### src/rtl/sap_core_param.sv
// Parametrised SAP accumulator core: fetch/execute sequencer, A/B/OUT, C/Z flags, external async-read memory.
// Optional single-step gating of T1 is enabled by defining SAP_SINGLE_STEP_EN (adds step / step_wait ports).
//
// state | meaning
// T1    | MAR <= PC (held here while waiting for step when single-stepping)
// T2    | IR <= mem, PC <= PC+1
// T3    | first execute cycle (operand to MAR, LDI, jumps, OUT, HLT)
// T4    | memory execute cycle (LDA load, ADD/SUB B load, STA write)
// T5    | ALU writeback for ADD/SUB
// HALT  | frozen until clr
module sap_core_param #(
  parameter int DATA_W = 8,
  parameter int ADDR_W = 4
) (
  input  logic              clk,
  input  logic              clr,
  output logic [ADDR_W-1:0] mem_addr,
  input  logic [DATA_W-1:0] mem_rdata,
  output logic [DATA_W-1:0] mem_wdata,
  output logic              mem_we,
  output logic [DATA_W-1:0] out,
  output logic              out_valid,
  output logic              halted,
  output logic              flag_c,
  output logic              flag_z
`ifdef SAP_SINGLE_STEP_EN
  ,
  input  logic              step,
  output logic              step_wait
`endif
);

  typedef enum logic [2:0] {
    S_T1   = 3'd0,
    S_T2   = 3'd1,
    S_T3   = 3'd2,
    S_T4   = 3'd3,
    S_T5   = 3'd4,
    S_HALT = 3'd5
  } state_t;

  localparam logic [3:0] OP_LDA = 4'd0;
  localparam logic [3:0] OP_ADD = 4'd1;
  localparam logic [3:0] OP_SUB = 4'd2;
  localparam logic [3:0] OP_STA = 4'd3;
  localparam logic [3:0] OP_LDI = 4'd4;
  localparam logic [3:0] OP_JMP = 4'd5;
  localparam logic [3:0] OP_JC  = 4'd6;
  localparam logic [3:0] OP_JZ  = 4'd7;
  localparam logic [3:0] OP_OUT = 4'd14;
  localparam logic [3:0] OP_HLT = 4'd15;

  state_t              r_state;
  state_t              w_state_nxt;
  logic [ADDR_W-1:0]   r_pc;
  logic [ADDR_W-1:0]   r_mar;
  logic [DATA_W-1:0]   r_ir;
  logic [DATA_W-1:0]   r_a;
  logic [DATA_W-1:0]   r_b;
  logic [DATA_W-1:0]   r_out;
  logic                r_c;
  logic                r_z;
  logic                r_halted;
  logic                r_out_valid;

  logic [3:0]          w_opcode;
  logic [ADDR_W-1:0]   w_operand;
  logic                w_sub;
  logic [DATA_W-1:0]   w_b_op;
  logic [DATA_W:0]     w_sum;
  logic                w_step_go;
  logic                w_unused_ir;

  assign w_opcode    = r_ir[DATA_W-1 -: 4];
  assign w_operand   = r_ir[ADDR_W-1:0];
  assign w_unused_ir = ^r_ir;

  // SUB is A + ~B + 1, so the carry-out doubles as "no borrow"
  assign w_sub  = (w_opcode == OP_SUB);
  assign w_b_op = w_sub ? ~r_b : r_b;
  assign w_sum  = {1'b0, r_a} + {1'b0, w_b_op} + (DATA_W+1)'(w_sub);

`ifdef SAP_SINGLE_STEP_EN
  assign w_step_go = step;
  assign step_wait = (r_state == S_T1);
`else
  assign w_step_go = 1'b1;
`endif

  assign mem_addr  = r_mar;
  assign mem_wdata = r_a;
  assign mem_we    = (r_state == S_T4) && (w_opcode == OP_STA);
  assign out       = r_out;
  assign out_valid = r_out_valid;
  assign halted    = r_halted;
  assign flag_c    = r_c;
  assign flag_z    = r_z;

  always_comb begin
    w_state_nxt = S_T1;
    case (r_state)
      S_T1:   w_state_nxt = w_step_go ? S_T2 : S_T1;
      S_T2:   w_state_nxt = S_T3;
      S_T3: begin
        case (w_opcode)
          OP_LDA, OP_ADD, OP_SUB, OP_STA: w_state_nxt = S_T4;
          OP_HLT:                         w_state_nxt = S_HALT;
          default:                        w_state_nxt = S_T1;
        endcase
      end
      S_T4:   w_state_nxt = (w_opcode == OP_ADD || w_opcode == OP_SUB) ? S_T5 : S_T1;
      S_T5:   w_state_nxt = S_T1;
      S_HALT: w_state_nxt = S_HALT;
      default: w_state_nxt = S_T1;
    endcase
  end

  always_ff @(posedge clk) begin
    if (clr) begin
      r_state     <= S_T1;
      r_pc        <= '0;
      r_mar       <= '0;
      r_ir        <= '0;
      r_a         <= '0;
      r_b         <= '0;
      r_out       <= '0;
      r_c         <= 1'b0;
      r_z         <= 1'b0;
      r_halted    <= 1'b0;
      r_out_valid <= 1'b0;
    end else begin
      r_state     <= w_state_nxt;
      r_out_valid <= 1'b0;
      case (r_state)
        S_T1: if (w_step_go) r_mar <= r_pc;
        S_T2: begin
          r_ir <= mem_rdata;
          r_pc <= r_pc + ADDR_W'(1);
        end
        S_T3: begin
          case (w_opcode)
            OP_LDA, OP_ADD, OP_SUB, OP_STA: r_mar <= w_operand;
            OP_LDI: begin
              r_a <= {{(DATA_W-ADDR_W){1'b0}}, w_operand};
              r_z <= (w_operand == '0);
            end
            OP_JMP: r_pc <= w_operand;
            OP_JC:  if (r_c) r_pc <= w_operand;
            OP_JZ:  if (r_z) r_pc <= w_operand;
            OP_OUT: begin
              r_out       <= r_a;
              r_out_valid <= 1'b1;
            end
            OP_HLT: r_halted <= 1'b1;
            default: ;
          endcase
        end
        S_T4: begin
          if (w_opcode == OP_LDA) begin
            r_a <= mem_rdata;
            r_z <= (mem_rdata == '0);
          end else if (w_opcode == OP_ADD || w_opcode == OP_SUB) begin
            r_b <= mem_rdata;
          end
        end
        S_T5: begin
          r_a <= w_sum[DATA_W-1:0];
          r_c <= w_sum[DATA_W];
          r_z <= (w_sum[DATA_W-1:0] == '0);
        end
        default: ;
      endcase
    end
  end

endmodule

### config.mk
export PLATFORM = sky130hd
export DESIGN_NAME = sap_core_param
export DESIGN_NICKNAME = d
export VERILOG_FILES = /design/src/rtl/sap_core_param.sv
export SDC_FILE = /design/constraint.sdc
export NUM_CORES = 1
export LEC_CHECK = 0
export CORE_MARGIN = 4
export CORE_UTILIZATION = 55
export DETAILED_ROUTE_END_ITERATION = 12
export PLACE_DENSITY = 0.8
export RECOVER_POWER = 50
export SYNTH_ARGS = -nofsm -noshare
export SYNTH_HDL_FRONTEND = slang
export SYNTH_SLANG_ARGS = --single-unit
### constraint.sdc
create_clock -name clk -period 6.3 [get_ports clk]
set_input_delay 1.26 -clock clk [delete_from_list [all_inputs] [get_ports clk]]
set_output_delay 1.26 -clock clk [all_outputs]
set_load 0.03 [all_outputs]
After elaboration in Yosys (flattened, before gate mapping)
Index checks and enable logic that the tools add are counted.
- register bits: 47
- input port bits: 10
- output and inout bits: 25
- word-level logic and storage cells: 72
- add/sub/neg operators: 3
- equality and inequality tests: 20
- muxes and demuxes: 17
- bitwise logic cells: 3
- reductions and logical operators: 18
- operator list (cell ; count):
    2-to-1 mux 8 bit ; 3
    one-hot mux 8 bit (3 select lines) ; 1
    equality test 4 x 3 -> 1 bit (second input constant) ; 4
    logical NOT 8 bit ; 2
    one-hot mux 4 bit (2 select lines) ; 2
    one-hot mux 3 bit (5 select lines) ; 1
    2-to-1 mux 4 bit ; 3
    one-hot mux 4 bit (3 select lines) ; 1
    adder 8 x 8 -> 9 bit ; 1
    adder 9 x 1 -> 9 bit ; 1
    equality test 4 x 2 -> 1 bit (second input constant) ; 2
    equality test 4 bit (second input constant) ; 2
    logical NOT 4 bit ; 2
    inverter 8 bit ; 1
    equality test 3 x 2 -> 1 bit (second input constant) ; 2
    equality test 3 bit (second input constant) ; 2
    inequality test 2 x 1 -> 1 bit (second input constant) ; 3
    inequality test 3 bit (second input constant) ; 2
    one-hot mux 3 bit (2 select lines) ; 1
    AND reduction 2 bit ; 3
    AND reduction 3 bit ; 2
    adder 4 x 1 -> 4 bit (second input constant) ; 1
    equality test 4 x 1 -> 1 bit (second input constant) ; 1
    inequality test 4 x 2 -> 1 bit (second input constant) ; 1
    other kinds (13) ; 17

Depth between registers and ports, before layout
- word-level depth: 6
- gate-level depth with buffers: 11
- mapped depth without buffers: 9

Worst setup path after synthesis
No wires, ideal clock.
- kind: flip-flop to output port
- start point: register r_state[0]
- end point: output mem_we
- arrival time: 1549 ps
- data required time: 5040 ps
- path slack: 3491 ps
- stages on the path, launching flop included: 6
- buffers on the path: 2
- cell sequence: dfxtp_1 > clkbuf_1 > and3b_1 > clkbuf_1 > nand2_1 > nor2_1
- cells in the longest elaborated chain, start to end: 2
- RTL lines (element ; line ; source):
    from (decl) ; 53 ; state_t r_state;
    from (signal assigned) ; 132 ; r_state <= w_state_nxt;
    equality test 3 x 2 -> 1 bit ; 92 ; assign mem_we = (r_state == S_T4) && (w_opcode == OP_STA);
    logical AND 1 bit ; 92 ;
    to (decl) ; 20 ; output logic mem_we,
Every way passes these cells.

==> run_results.csv <==
group,metric,value,unit
critical_path,critPathKind,"in2reg",
routing,viasPerCell,5.90,
routing,routed_wl,5.80,mm
pwr,power_leakage,1.28,nW
clock_tree,worstSkewPairLatency,300,ps
die,die-width,75.4,µm
clock_tree,cts.repair.resized,0,
placed_design,place_congestion,0.821,
hold_path,min_path_type,"reg2reg",
timing,max_clock_freq,0.278,GHz
critical_path,crit_slowest_cell,"clkbuf_1",
critical_path,cp-start-kind,"primary input",
clock_tree,clk_pin_slew,90,ps
critical_path,cpPeakStageDelay,1480,ps
die,rows,24,
synth,synth_edf_count,0,
critical_path,path_cells,"dlygate4sd3_1 > clkbuf_1 > nand2b_1 > a2111oi_2 > a31o_1",
clock_tree,clock_sinks,47,
synth,synth_nets,306,
synth,ys_seq_elements,47,
pwr,p_per_area,223,nW/µm²
global_route,grt_pass1_wl,9.40,mm
synth,async_flop_share,0,%
final_layout,nFillCells,389,
final_layout,syn_to_final_growth,17.1,%
critical_path,crit_arrival,3810,ps
outcome,run_status,"complete, but fails checks",
timing,worst_pin_slew,2070,ps
placed_design,place_hpwl,4.18,mm
synth,syn_area_per_cell,8.69,µm²
routing,vias,2155,
critical_path,end_kind,"flip-flop",
final_layout,n_antenna_cell,0,
global_route,grt_pass1_vias,1997,
synth,synth_ff_type,"dfxtp_1",
outcome,violations,"capacitance limit, slew limit",
clock_tree,cts_tree,"yes",
timing,fin_setup_tns,0,ps
timing,setup_viol_count_final,0,
placed_design,io_buffers,34,
die,die_y,75.4,µm
timing,rsz0062_at_grt,"no",
global_route,grt_overflow,0,
pwr,vdd_drop_max,0.190,mV
die,die_area,5680,µm²
synth,yosys_warnings,0,
routing,first_iter_violations,92,
timing,relSlewSlack,-37.9,%
final_layout,seqCellArea,941,µm²
critical_path,reg2regPathDepth,8,
timing,slew_viol_final,48,
clock_tree,cts_setup_buffers,0,
synth,seq_area_frac_synth,37.7,%
synth,ys_types,53,
job,max_cap_violations,1,
synth,syn_inst,287,
timing,finalCritPeriodShare,57.2,%
clock_tree,cts_htree_levels,2,
routing,drc_errors,0,
critical_path,cp_max_fo,47,
hold_path,min_path_cells,2,
global_route,grt_max_degree,48,
die,core,4380,µm²
clock_tree,ctsHoldBuffers,0,
clock_tree,numCtsBuffers,5,
global_route,antenna_found_initial,0,
critical_path,cp.required,6510,ps
die,start_util,56.9,%
clock_tree,cts_root_buffer,"clkbuf_8",
synth,netlist_area,2490,µm²
clock_tree,cts_buffer_depth,2,
timing,whs,448,ps
die,io_pins,35,
final_layout,multiInputGateArea,1450,µm²
global_route,grt.total_usage,21.6,%
routing,ant_nets,0,
routing,firstDrtPassIters,4,
timing,finalHoldViolations,0,
timing,fin_crit,3600,ps
final_layout,drive_gt1_share,3.83,%
final_layout,final_nets,331,
timing,fin_worst_skew,10.4,ps
routing,detail_route.wl_per_cell,15.9,µm
[report_power, final]
group | switching, W | internal (W) | total (W)
clock | 0.000102 | 0.0000777 | 0.000180
sequential | 0.0000189 | 0.000312 | 0.000331
combinational | 0.0000818 | 0.0000594 | 0.000141
[final cells by class]
type,count,share of cell area (%)
tap,52,2.23
inverter,8,1.03
sequential,47,32.2
multi-input combinational,214,49.6
clock buffer,6,2.48
clock inverter,2,0.428
timing repair buffer,36,12.0
[kinds of logic (layout without fill, tap and decap cells)]
family                   count (synthesis)  count (layout)  synth area share [%]
AND/OR/NAND/NOR                        106             106                  20.5
buffers and inverters                   26              52                  4.46
AO/OA/AOI/OAI                           62              62                  18.3
multiplexers                            25              25                  10.0
flip-flops                              47              47                  37.7
adder cells (fa/ha/maj)                  9               9                  4.81
XOR/XNOR                                12              12                  4.21
[path summary, 6_finish.rpt]
path / to / slack (ps) / startpoint
max reg2reg: flag_z / 2760 / r_ir[5]
min: halted / 450 / halted
max: flag_z / 2700 / clr
min reg2reg: halted / 450 / halted
[metrics by stage]
step | area [µm²] | total power (W) | cells | utilization (%) | worst slack (ps)
4_1_cts | 2930 | 0.000655 | 365 | 66.7 | 2730
3_3_place_gp | 2840 | 0.000474 | 357 | 64.8 | 2960
2_1_floorplan | 2490 | 0.000436 | 287 | - | 3490
5_1_grt | 2920 | 0.000682 | 365 | 66.6 | 2480
6_report | 2920 | 0.000652 | 365 | 66.6 | 2700
3_5_place_dp | 2840 | 0.000478 | 357 | 64.8 | 2740
[cells in the mapped netlist, types with 2 or more instances]
master,count,share of area (%)
nor3b_1,2,0.60
inv_1,8,1.2
a311oi_1,6,2.1
xor2_1,11,3.9
nor3_1,2,0.40
nor2_1,52,7.8
nor4_1,3,0.75
nor2b_1,3,0.75
a221oi_1,3,1.1
or3_1,5,1.3
a31o_1,2,0.70
a21o_1,2,0.60
o21ai_1,3,0.60
a22oi_1,3,0.90
nand3b_1,2,0.60
o31ai_1,2,0.60
buf_2,4,0.80
nand2b_1,3,0.75
o31a_1,2,0.70
nand2_1,15,2.3
a211oi_1,10,3.0
mux2i_1,25,10
a21oi_1,11,2.2
a32oi_1,2,0.70
dfxtp_1,47,38
and2_1,2,0.50
a31oi_1,3,0.75
nand3_1,4,0.80
a211o_1,3,1.1
ha_1,8,4.0
and3_1,3,0.75
o21ai_0,3,0.60
and3b_1,2,0.70
clkbuf_1,12,1.8
[flip-flops by register name, summed over array words and instances, names as in the netlist]
name / flops
flag_c: 1
r_state: 3
halted: 1
r_pc: 4
mem_wdata: 8
out: 8
r_b: 8
mem_addr: 4
flag_z: 1
r_ir: 8
out_valid: 1
[routing by layer]
metal / GRT usage (%) / share of wire, %
met3: 5.41 / 4.2
met2: 34.3 / 46
met5: 0 / 0
met1: 28.9 / 48
met4: 6.99 / 1.8
[worst max-delay path: cells and delay by family]
kind	cells	cell delay, ps
AND/OR/NAND/NOR	1	260
AO/OA/AOI/OAI	2	280
buffers and inverters	2	2000
[cells in the final DEF, fill, tap and decap left out, types with 4 or more instances in the layout]
cell type | netlist | final
nand2_1 | 15 | 15
a21oi_1 | 11 | 11
a311oi_1 | 6 | 6
clkdlybuf4s50_1 | 0 | 33
a211oi_1 | 10 | 10
ha_1 | 8 | 8
clkbuf_8 | 0 | 5
dfxtp_1 | 47 | 47
xor2_1 | 11 | 11
nor2_1 | 52 | 52
mux2i_1 | 25 | 25
inv_1 | 8 | 8
nand3_1 | 4 | 4
or3_1 | 5 | 5
(Power assumes the default switching activity.)
